<file path="config.mk">
export PLATFORM = sky130hd
export DESIGN_NAME = arc4_sched
export DESIGN_NICKNAME = d
export VERILOG_FILES = /design/src/rtl/arc4_pkg.sv /design/src/rtl/arc4_sched_mem_mux.sv /design/src/rtl/arc4_sched.sv
export SDC_FILE = /design/constraint.sdc
export NUM_CORES = 1
export LEC_CHECK = 0
export ABC_AREA = 1
export BUFFER_PORTS_ARGS = -buffer_cell sky130_fd_sc_hd__clkbuf_2
export CAP_MARGIN = 25
export CORE_MARGIN = 2
export CORE_UTILIZATION = 48
export CTS_CLUSTER_SIZE = 20
export DETAILED_ROUTE_END_ITERATION = 8
export PLACE_DENSITY = 0.86
export SLEW_MARGIN = 20
export SYNTH_ARGS = -nofsm -noshare
export SYNTH_HDL_FRONTEND = slang
export SYNTH_SLANG_ARGS = --single-unit
</file>
<file path="constraint.sdc">
create_clock -name clk -period 2.8 [get_ports clk]
set_input_delay 0.14 -clock clk [delete_from_list [all_inputs] [get_ports clk]]
set_output_delay 0.14 -clock clk [all_outputs]
set_load 0.01 [all_outputs]
</file>
<file path="src/rtl/arc4_pkg.sv">
// Shared types and constants for the ARC4 engine scheduler.
// Owner encoding selects which agent drives the single S-memory port.
package arc4_pkg;

  typedef enum logic [3:0] {
    S_IDLE,
    S_ENG_RST,
    S_INIT_EN,
    S_INIT_WAIT,
    S_KSA_EN,
    S_KSA_WAIT,
    S_PRGA_EN,
    S_PRGA_WAIT,
    S_DONE,
    S_ERR
  } state_t;

  typedef enum logic [2:0] {
    OWN_NONE,
    OWN_INIT,
    OWN_KSA,
    OWN_PRGA,
    OWN_HOST
  } owner_t;

  localparam int ENG_INIT    = 0;
  localparam int ENG_KSA     = 1;
  localparam int ENG_PRGA    = 2;
  localparam int NUM_ENG     = 3;
  localparam int PHASE_CNT_W = 12;

  function automatic owner_t owner_of(state_t s);
    owner_t o;
    case (s)
      S_INIT_EN, S_INIT_WAIT: o = OWN_INIT;
      S_KSA_EN,  S_KSA_WAIT:  o = OWN_KSA;
      S_PRGA_EN, S_PRGA_WAIT: o = OWN_PRGA;
      S_IDLE, S_DONE, S_ERR:  o = OWN_HOST;
      default:                o = OWN_NONE;
    endcase
    return o;
  endfunction

  function automatic logic [NUM_ENG-1:0] en_bit(int idx);
    return NUM_ENG'(1) << idx;
  endfunction

endpackage

</file>
<file path="src/rtl/arc4_sched_mem_mux.sv">
// Combinational S-memory port mux: one engine slice, the host, or nobody.
// A start request in the same cycle blocks the host grant.
module s_mem_mux
  import arc4_pkg::*;
(
  input  owner_t      owner,
  input  logic [23:0] eng_addr,
  input  logic [23:0] eng_wrdata,
  input  logic [2:0]  eng_wren,
  input  logic        host_req,
  input  logic [7:0]  host_addr,
  input  logic        host_block,
  output logic [7:0]  mem_addr,
  output logic [7:0]  mem_wrdata,
  output logic        mem_wren,
  output logic        host_gnt
);

  always_comb begin
    mem_addr   = '0;
    mem_wrdata = '0;
    mem_wren   = 1'b0;
    host_gnt   = 1'b0;
    case (owner)
      OWN_INIT: begin
        mem_addr   = eng_addr[8*ENG_INIT +: 8];
        mem_wrdata = eng_wrdata[8*ENG_INIT +: 8];
        mem_wren   = eng_wren[ENG_INIT];
      end
      OWN_KSA: begin
        mem_addr   = eng_addr[8*ENG_KSA +: 8];
        mem_wrdata = eng_wrdata[8*ENG_KSA +: 8];
        mem_wren   = eng_wren[ENG_KSA];
      end
      OWN_PRGA: begin
        mem_addr   = eng_addr[8*ENG_PRGA +: 8];
        mem_wrdata = eng_wrdata[8*ENG_PRGA +: 8];
        mem_wren   = eng_wren[ENG_PRGA];
      end
      OWN_HOST: begin
        // host port is read-only
        mem_addr = host_addr;
        host_gnt = host_req & ~host_block;
      end
      default: ;
    endcase
  end

endmodule

</file>
<file path="src/rtl/arc4_sched.sv">
// Sequences the INIT -> KSA -> PRGA engines with per-phase timeout and
// arbitrates the shared S-memory port between the active engine and the host.
module arc4_sched
  import arc4_pkg::*;
#(
  parameter int TIMEOUT_CYCLES = 4095
) (
  input  logic        clk,
  input  logic        rst,
  input  logic        start,
  input  logic [23:0] key,
  output logic [23:0] key_out,
  output logic        busy,
  output logic        done,
  output logic        err,
  output logic        eng_rst_n,
  output logic [2:0]  eng_en,
  input  logic [2:0]  eng_rdy,
  input  logic [23:0] eng_addr,
  input  logic [23:0] eng_wrdata,
  input  logic [2:0]  eng_wren,
  output logic [7:0]  mem_addr,
  output logic [7:0]  mem_wrdata,
  output logic        mem_wren,
  input  logic [7:0]  mem_rddata,
  input  logic        host_req,
  input  logic [7:0]  host_addr,
  output logic        host_gnt,
  output logic        host_valid,
  output logic [7:0]  host_rddata
);

  // state     | meaning
  // IDLE      | waiting for start, host may read memory
  // ENG_RST   | engines held in reset for two cycles
  // X_EN      | one-cycle enable pulse to engine X, counter cleared
  // X_WAIT    | waiting for engine X ready, counting toward timeout
  // DONE      | run completed, host may read memory
  // ERR       | phase timed out, engines held in reset

  localparam logic [PHASE_CNT_W-1:0] TO_LAST = PHASE_CNT_W'(TIMEOUT_CYCLES - 1);

  state_t                 state;
  logic                   rst_cnt;
  logic [PHASE_CNT_W-1:0] phase_cnt;
  logic                   phase_timeout;

  assign phase_timeout = (phase_cnt == TO_LAST);

  always_ff @(posedge clk) begin
    if (rst) begin
      state     <= S_IDLE;
      busy      <= 1'b0;
      done      <= 1'b0;
      err       <= 1'b0;
      eng_en    <= '0;
      eng_rst_n <= 1'b0;
      key_out   <= '0;
      phase_cnt <= '0;
      rst_cnt   <= 1'b0;
    end else begin
      eng_en <= '0;
      if (state inside {S_INIT_WAIT, S_KSA_WAIT, S_PRGA_WAIT} && phase_cnt != '1)
        phase_cnt <= phase_cnt + 1'b1;
      case (state)
        S_IDLE, S_DONE, S_ERR: begin
          if (start) begin
            state     <= S_ENG_RST;
            key_out   <= key;
            busy      <= 1'b1;
            done      <= 1'b0;
            err       <= 1'b0;
            eng_rst_n <= 1'b0;
            rst_cnt   <= 1'b0;
          end else if (state == S_IDLE) begin
            eng_rst_n <= 1'b1;
          end
        end
        S_ENG_RST: begin
          rst_cnt <= 1'b1;
          if (rst_cnt) begin
            state     <= S_INIT_EN;
            eng_rst_n <= 1'b1;
            eng_en    <= en_bit(ENG_INIT);
          end
        end
        S_INIT_EN: begin
          state     <= S_INIT_WAIT;
          phase_cnt <= '0;
        end
        S_INIT_WAIT: begin
          if (eng_rdy[ENG_INIT]) begin
            state  <= S_KSA_EN;
            eng_en <= en_bit(ENG_KSA);
          end else if (phase_timeout) begin
            state     <= S_ERR;
            busy      <= 1'b0;
            err       <= 1'b1;
            eng_rst_n <= 1'b0;
          end
        end
        S_KSA_EN: begin
          state     <= S_KSA_WAIT;
          phase_cnt <= '0;
        end
        S_KSA_WAIT: begin
          if (eng_rdy[ENG_KSA]) begin
            state  <= S_PRGA_EN;
            eng_en <= en_bit(ENG_PRGA);
          end else if (phase_timeout) begin
            state     <= S_ERR;
            busy      <= 1'b0;
            err       <= 1'b1;
            eng_rst_n <= 1'b0;
          end
        end
        S_PRGA_EN: begin
          state     <= S_PRGA_WAIT;
          phase_cnt <= '0;
        end
        S_PRGA_WAIT: begin
          if (eng_rdy[ENG_PRGA]) begin
            state <= S_DONE;
            busy  <= 1'b0;
            done  <= 1'b1;
          end else if (phase_timeout) begin
            state     <= S_ERR;
            busy      <= 1'b0;
            err       <= 1'b1;
            eng_rst_n <= 1'b0;
          end
        end
        default: state <= S_IDLE;
      endcase
    end
  end

  // RAM has one cycle of read latency, so valid trails the grant by one cycle
  always_ff @(posedge clk) begin
    if (rst) host_valid <= 1'b0;
    else     host_valid <= host_gnt;
  end

  assign host_rddata = mem_rddata;

  s_mem_mux u_mem_mux (
    .owner      (owner_of(state)),
    .eng_addr   (eng_addr),
    .eng_wrdata (eng_wrdata),
    .eng_wren   (eng_wren),
    .host_req   (host_req),
    .host_addr  (host_addr),
    .host_block (start),
    .mem_addr   (mem_addr),
    .mem_wrdata (mem_wrdata),
    .mem_wren   (mem_wren),
    .host_gnt   (host_gnt)
  );

endmodule

</file>
After elaboration in Yosys (flattened, before gate mapping)
Memories as Yosys holds them, arrays and structs flattened. A register that Yosys moved wholly into a read port is not among the register bits.
Cells that the tools add are included.
Widths: inputs -> output; s select.
{"block": "totals", "reg_bits": 49, "mem_bits_ro": 48, "inputBits": 98, "output_inout_bits": 58, "n_memories": 1}
{"name": "(no name shown)", "words": 16, "width": 3, "rd": 1, "rd_ports_with_merged_regs": 1, "write_ports": 0, "line": "arc4_pkg.sv:34", "source": "case (s)"}
{"block": "op_classes", "add_sub_neg": 1, "n_eq_ne": 22, "muxes": 40, "bitwise_logic": 2, "n_reduce_logical": 16}
{"op": "$mux 4", "count": 8}
{"op": "$pmux 4 s8", "count": 1}
{"op": "$pmux 8 s4", "count": 1}
{"op": "$pmux 8 s3", "count": 1}
{"op": "$mux 1", "count": 20}
{"op": "$eq 4x3->1 const B", "count": 4}
{"op": "$add 12x1->12 const B", "count": 1}
{"op": "$eq 12x12->1 const B", "count": 1}
{"op": "$ne 12x12->1 const B", "count": 1}
{"op": "$ne 2x2->1 const B", "count": 6}
{"op": "$pmux 3 s3", "count": 1}
{"op": "$eq 4x2->1 const B", "count": 2}
{"op": "$eq 4x4->1 const B", "count": 2}
{"op": "$pmux 1 s4", "count": 2}
{"op": "$eq 3x2->1 const B", "count": 2}
{"op": "$reduce_and 2->1", "count": 3}
{"op": "$reduce_and 6->1", "count": 1}
{"op": "$pmux 1 s5", "count": 1}
{"op": "$reduce_and 5->1", "count": 1}
{"op": "$reduce_bool 5->1", "count": 1}
{"op": "$eq 4x1->1 const B", "count": 1}
{"op": "$logic_not 4->1", "count": 1}
{"op": "$pmux 1 s2", "count": 2}
{"op": "$reduce_and 4->1", "count": 1}
{"op": "other kinds (15)", "count": 16}

Logic depth before layout (Yosys ltp)
{"block": "logic_depth", "word_depth": 6, "depth_mapped": 11}

Hierarchy
Synthesis repeated with hierarchy kept, for this count alone.
{"block": "unflattened", "cells_unflattened": 458, "hier_area_um2": 3007.9}
{"mod": "arc4_sched", "n_inst": 1, "cells_each": 332, "area_each_um2": 2368.5, "seq_area_each_um2": 1041.0}
{"mod": "s_mem_mux", "n_inst": 1, "cells_each": 126, "area_each_um2": 639.4, "seq_area_each_um2": 0.0}

Worst setup path after synthesis
No wires, ideal clock.
{"block": "synth_timing", "path_type": "flip-flop to flip-flop", "from": "register phase_cnt[0]", "to": "register phase_cnt[1]", "setup_ns": 0.119, "arrival_ns": 1.325, "t_required_ns": 2.681, "slack_ns": 1.356, "stages_incl_launch_ff": 10, "period_less_slack_ns": 1.444, "path_cell_list": "dfxtp_1 -> ha_1 -> nand3_1 -> inv_1 -> nand3_2 -> nand2_4 -> inv_2 -> buf_6 -> o21ai_0 -> a21oi_1"}
{"block": "synth_between", "elab_chain_len": 2}
{"item": "start: declaration", "line": "arc4_sched.sv:45", "source": "logic [PHASE_CNT_W-1:0] phase_cnt;"}
{"item": "start signal: assignment", "line": "arc4_sched.sv:64", "source": "phase_cnt <= phase_cnt + 1'b1;"}
{"item": "branches (longest 2 deep; another with $add 12x1->12)"}
Parallel ways; which one is timed is not known.
A chain may end at the register's enable or synchronous reset.

Worst setup path in the final report
{"block": "layout_timing", "from": "register, netlist name u_mem_mux.owner[0]", "to": "output port mem_addr[2]"}
{"block": "layout_between", "elab_chain_len": 2}
{"item": "$eq 3x3->1 (tied with other cells)", "line": "arc4_sched_mem_mux.sv:24", "source": "case (owner)"}
{"item": "$pmux 8 s4 *", "line": "arc4_sched_mem_mux.sv:24"}
{"item": "end: declaration", "line": "arc4_sched.sv:22", "source": "output logic [7:0] mem_addr,"}
Every way passes the cells marked *; elsewhere a longest branch is shown, timed or not.

==> impl_metrics.ini <==
[power]
intPower_w = 0.00128
p_sw_share_pct = 37.8
pwr-share-seq_pct = 43.3
power_density_nw_per_um2 = 583
p_sw_w = 0.000776
power_leakage_nw = 1.82
pwr-share-clk_pct = 20.6
vdd_ir_drop_max_mv = 0.422
combPwrFrac_pct = 36.0

[yosys]
syn-cell-area_sq_um = 2770
yosys-top-cells-area = dfxtp_1 38%, nand2_1 21%, a21oi_1 7.2%, inv_1 5.3%, nand3_1 4.0%
synthFlopType = dfxtp_1
synth.distinct_cells = 33
yosysWarnings = 0
synth_compound_area_share_pct = 12.0
synth_top_area_share_pct = 37.6
synth_top_family_by_area = simple AND/OR/NAND/NOR gates
synth_area_per_cell_sq_um = 6.63
netlist_instances = 418
yosysTopAreaCell = dfxtp_1
synth_adder_area_share_pct = 0.903
async_flop_share_pct = 0
synth-xor-area-share_pct = 0.316
ys_ff_latch = 52
syn_nets = 518
synth_mux_area_share_pct = 0
yosysSeqAreaShare_pct = 37.6
synth_simple_gate_area_share_pct = 38.5
synth_edf_count = 0

[global_route]
grt_max_degree = 33
grt_pass1_wl_um = 11500
grt_antenna_before_repair = 0
first_global_vias = 2772
grt.total_usage_pct = 22.5
overflow = 0

[layout]
final_cell_mix = 153 x nand2_1, 139 x clkbuf_2, 52 x dfxtp_1, 40 x a21oi_1, 39 x inv_1
n_antenna_cell = 0
seqCellArea_sq_um = 1040
layout_commonest_cell = nand2_1
nets = 645
fill_cells = 519
drive_above_1_share_pct = 31.5
multiInputGateArea_sq_um = 1430
final_area_sq_um = 3520
area_delta_synth_final_pct = 27.1

[clock_network]
cts_setup_buffers = 0
numCtsBuffers = 5
ctsHoldBuffers = 0
cts_resized = 0
cts_tree = done
numClockSinks = 52
root_buffer = clkbuf_8
clockBufferDepth = 2
clkTransAtPathRegs_ns = 0.10
htreeDepth = 2
clock_latency_ns = 0.31

[timing]
rsz0062_at_grt = no
tightest_slew_ns = 0.968
hold_viol = 0
period_share_pct = 73.5
fmax_mhz = 486
setup_viol = 0
period_needed_ns = 2.06
slew_headroom_pct = 35.1
slew_violations = 0
finalSetupTns_ns = 0
fin_worst_skew_ns = 0.0115

[worst_hold_path]
hold_path_class = input pin to flip-flop
whs_path_depth = 3
worstHoldStart = key[3]
holdPathEnd = key_out[3]

[critical_path]
cp_slowest_cell = nor3_2
setup.worst_path.class = flip-flop to primary output
r2r-end = key_out[20]
worst_ep_arrival_time_ns = 1.92
cp.required_ns = 2.66
worstRegToRegCells = 5
worstSetupStartpointType = flip-flop
r2r_start = state[1]
endpoint_kind = primary output
rrSetupSlack_ns = 1.05
crit_fanout = 17
cp_cell_sequence = inv_1, nor3_2, nand2_1, nand4_1, clkbuf_2
max_stage_delay_ns = 0.73

[placed_design]
port_buffers = 139
postPlaceCellArea_sq_um = 3430
dp_hpwl_um = 5870
gp_congestion = 1.01

[floorplanning]
die_width_um = 80.0
num_rows = 27
core_area_sq_um = 5540
ios = 156
die_area_sq_um = 6400
die_h_um = 80.0
initial_core_util_pct = 50.0

[drt]
drt-wirelength-per-cell_um = 12.1
drc = 0
wl_um = 7480
initialDrtViolationCount = 164
ant_nets = 0
vias_per_cell = 5.01
firstDrtPassIters = 4
vias = 3098

[run_status]
status = completed

[job]
cap_violations = 0
==> power groups by stage <==
stage                     combinational, W  sequential (W)  clock, W
after detailed placement          0.000740        0.000906         0
after global routing              0.000832        0.000899  0.000460
after floorplan                   0.000474        0.000926         0
after CTS                         0.000744        0.000889  0.000434
after global placement            0.000724        0.000902         0
final                             0.000740        0.000890  0.000424
==> how the worst max path moves through the flow <==
stage,from,endpoint,slack (ns),cells past startpoint
floorplan,phase_cnt[0],phase_cnt[1],1.36,9
global placement,u_mem_mux.owner[2],mem_addr[2],1.13,4
detailed placement,state[1],key_out[20],1.04,5
CTS,u_mem_mux.owner[2],mem_addr[2],0.74,4
global route,u_mem_mux.owner[0],mem_addr[2],0.62,5
finish,u_mem_mux.owner[0],mem_addr[2],0.74,5
==> layout make-up <==
cell class	instances	share of cell area, %
multi-input cells	302	40.7
flip-flops and latches	52	29.6
repair buffers	140	20.0
inverters	44	4.69
well taps	72	2.56
clock buffers	6	2.06
clock inverters	2	0.462
==> through the flow <==
step | setup WS [ns] | instances | util, % | total power, W | hold WS (ns)
2_1_floorplan | 1.36 | 418 | - | 0.00140 | 0.217
5_1_grt | 0.620 | 618 | 63.6 | 0.00219 | 0.0496
3_5_place_dp | 1.04 | 610 | 62.0 | 0.00165 | 0.280
6_report | 0.743 | 618 | 63.6 | 0.00205 | 0.0527
3_3_place_gp | 1.13 | 610 | 62.0 | 0.00163 | 0.280
4_1_cts | 0.741 | 618 | 63.6 | 0.00207 | 0.0445
==> metal layers <==
layer	share of wire (%)	vias up	track usage [%]
met5	0	-	0
met4	0.79	0	8.98
met3	8.7	6	6.33
met2	51	111	41.3
met1	39	1401	24.1
li1	-	1580	-
==> flip-flops by register name (all words and copies together) (netlist names) <==
| name | cells |
|---|---|
| eng_rst_n | 1 |
| done | 1 |
| u_mem_mux.owner | 3 |
| busy | 1 |
| eng_en | 3 |
| err | 1 |
| state | 4 |
| rst_cnt | 1 |
| phase_cnt | 12 |
| key_out | 24 |
| host_valid | 1 |
==> cells in the mapped netlist, types with 6 or more instances <==
cell / instances
dfxtp_1: 52
nand3_1: 22
a22oi_1: 7
nor3_1: 7
buf_4: 10
a21oi_1: 40
inv_1: 39
nand4_1: 9
nor2_1: 25
nor2_2: 6
o21ai_0: 7
nand2_1: 153
==> kinds of logic (layout without fill, tap and decap cells) <==
group,Yosys count,after routing
XOR/XNOR,1,1
adder cells (fa/ha/maj),2,2
buffers and inverters,64,192
AND/OR/NAND/NOR,238,238
AO/OA/AOI/OAI,61,61
flip-flops,52,52
==> worst max-delay path: cells and delay by family, from the launching register on <==
| kind | cells | cell delay [ns] |
|---|---|---|
| buf+inv | 2 | 0.23 |
| simple gates | 3 | 1.04 |
| flops | 1 | 0.34 |
Power figures use the tool's default switching activity.
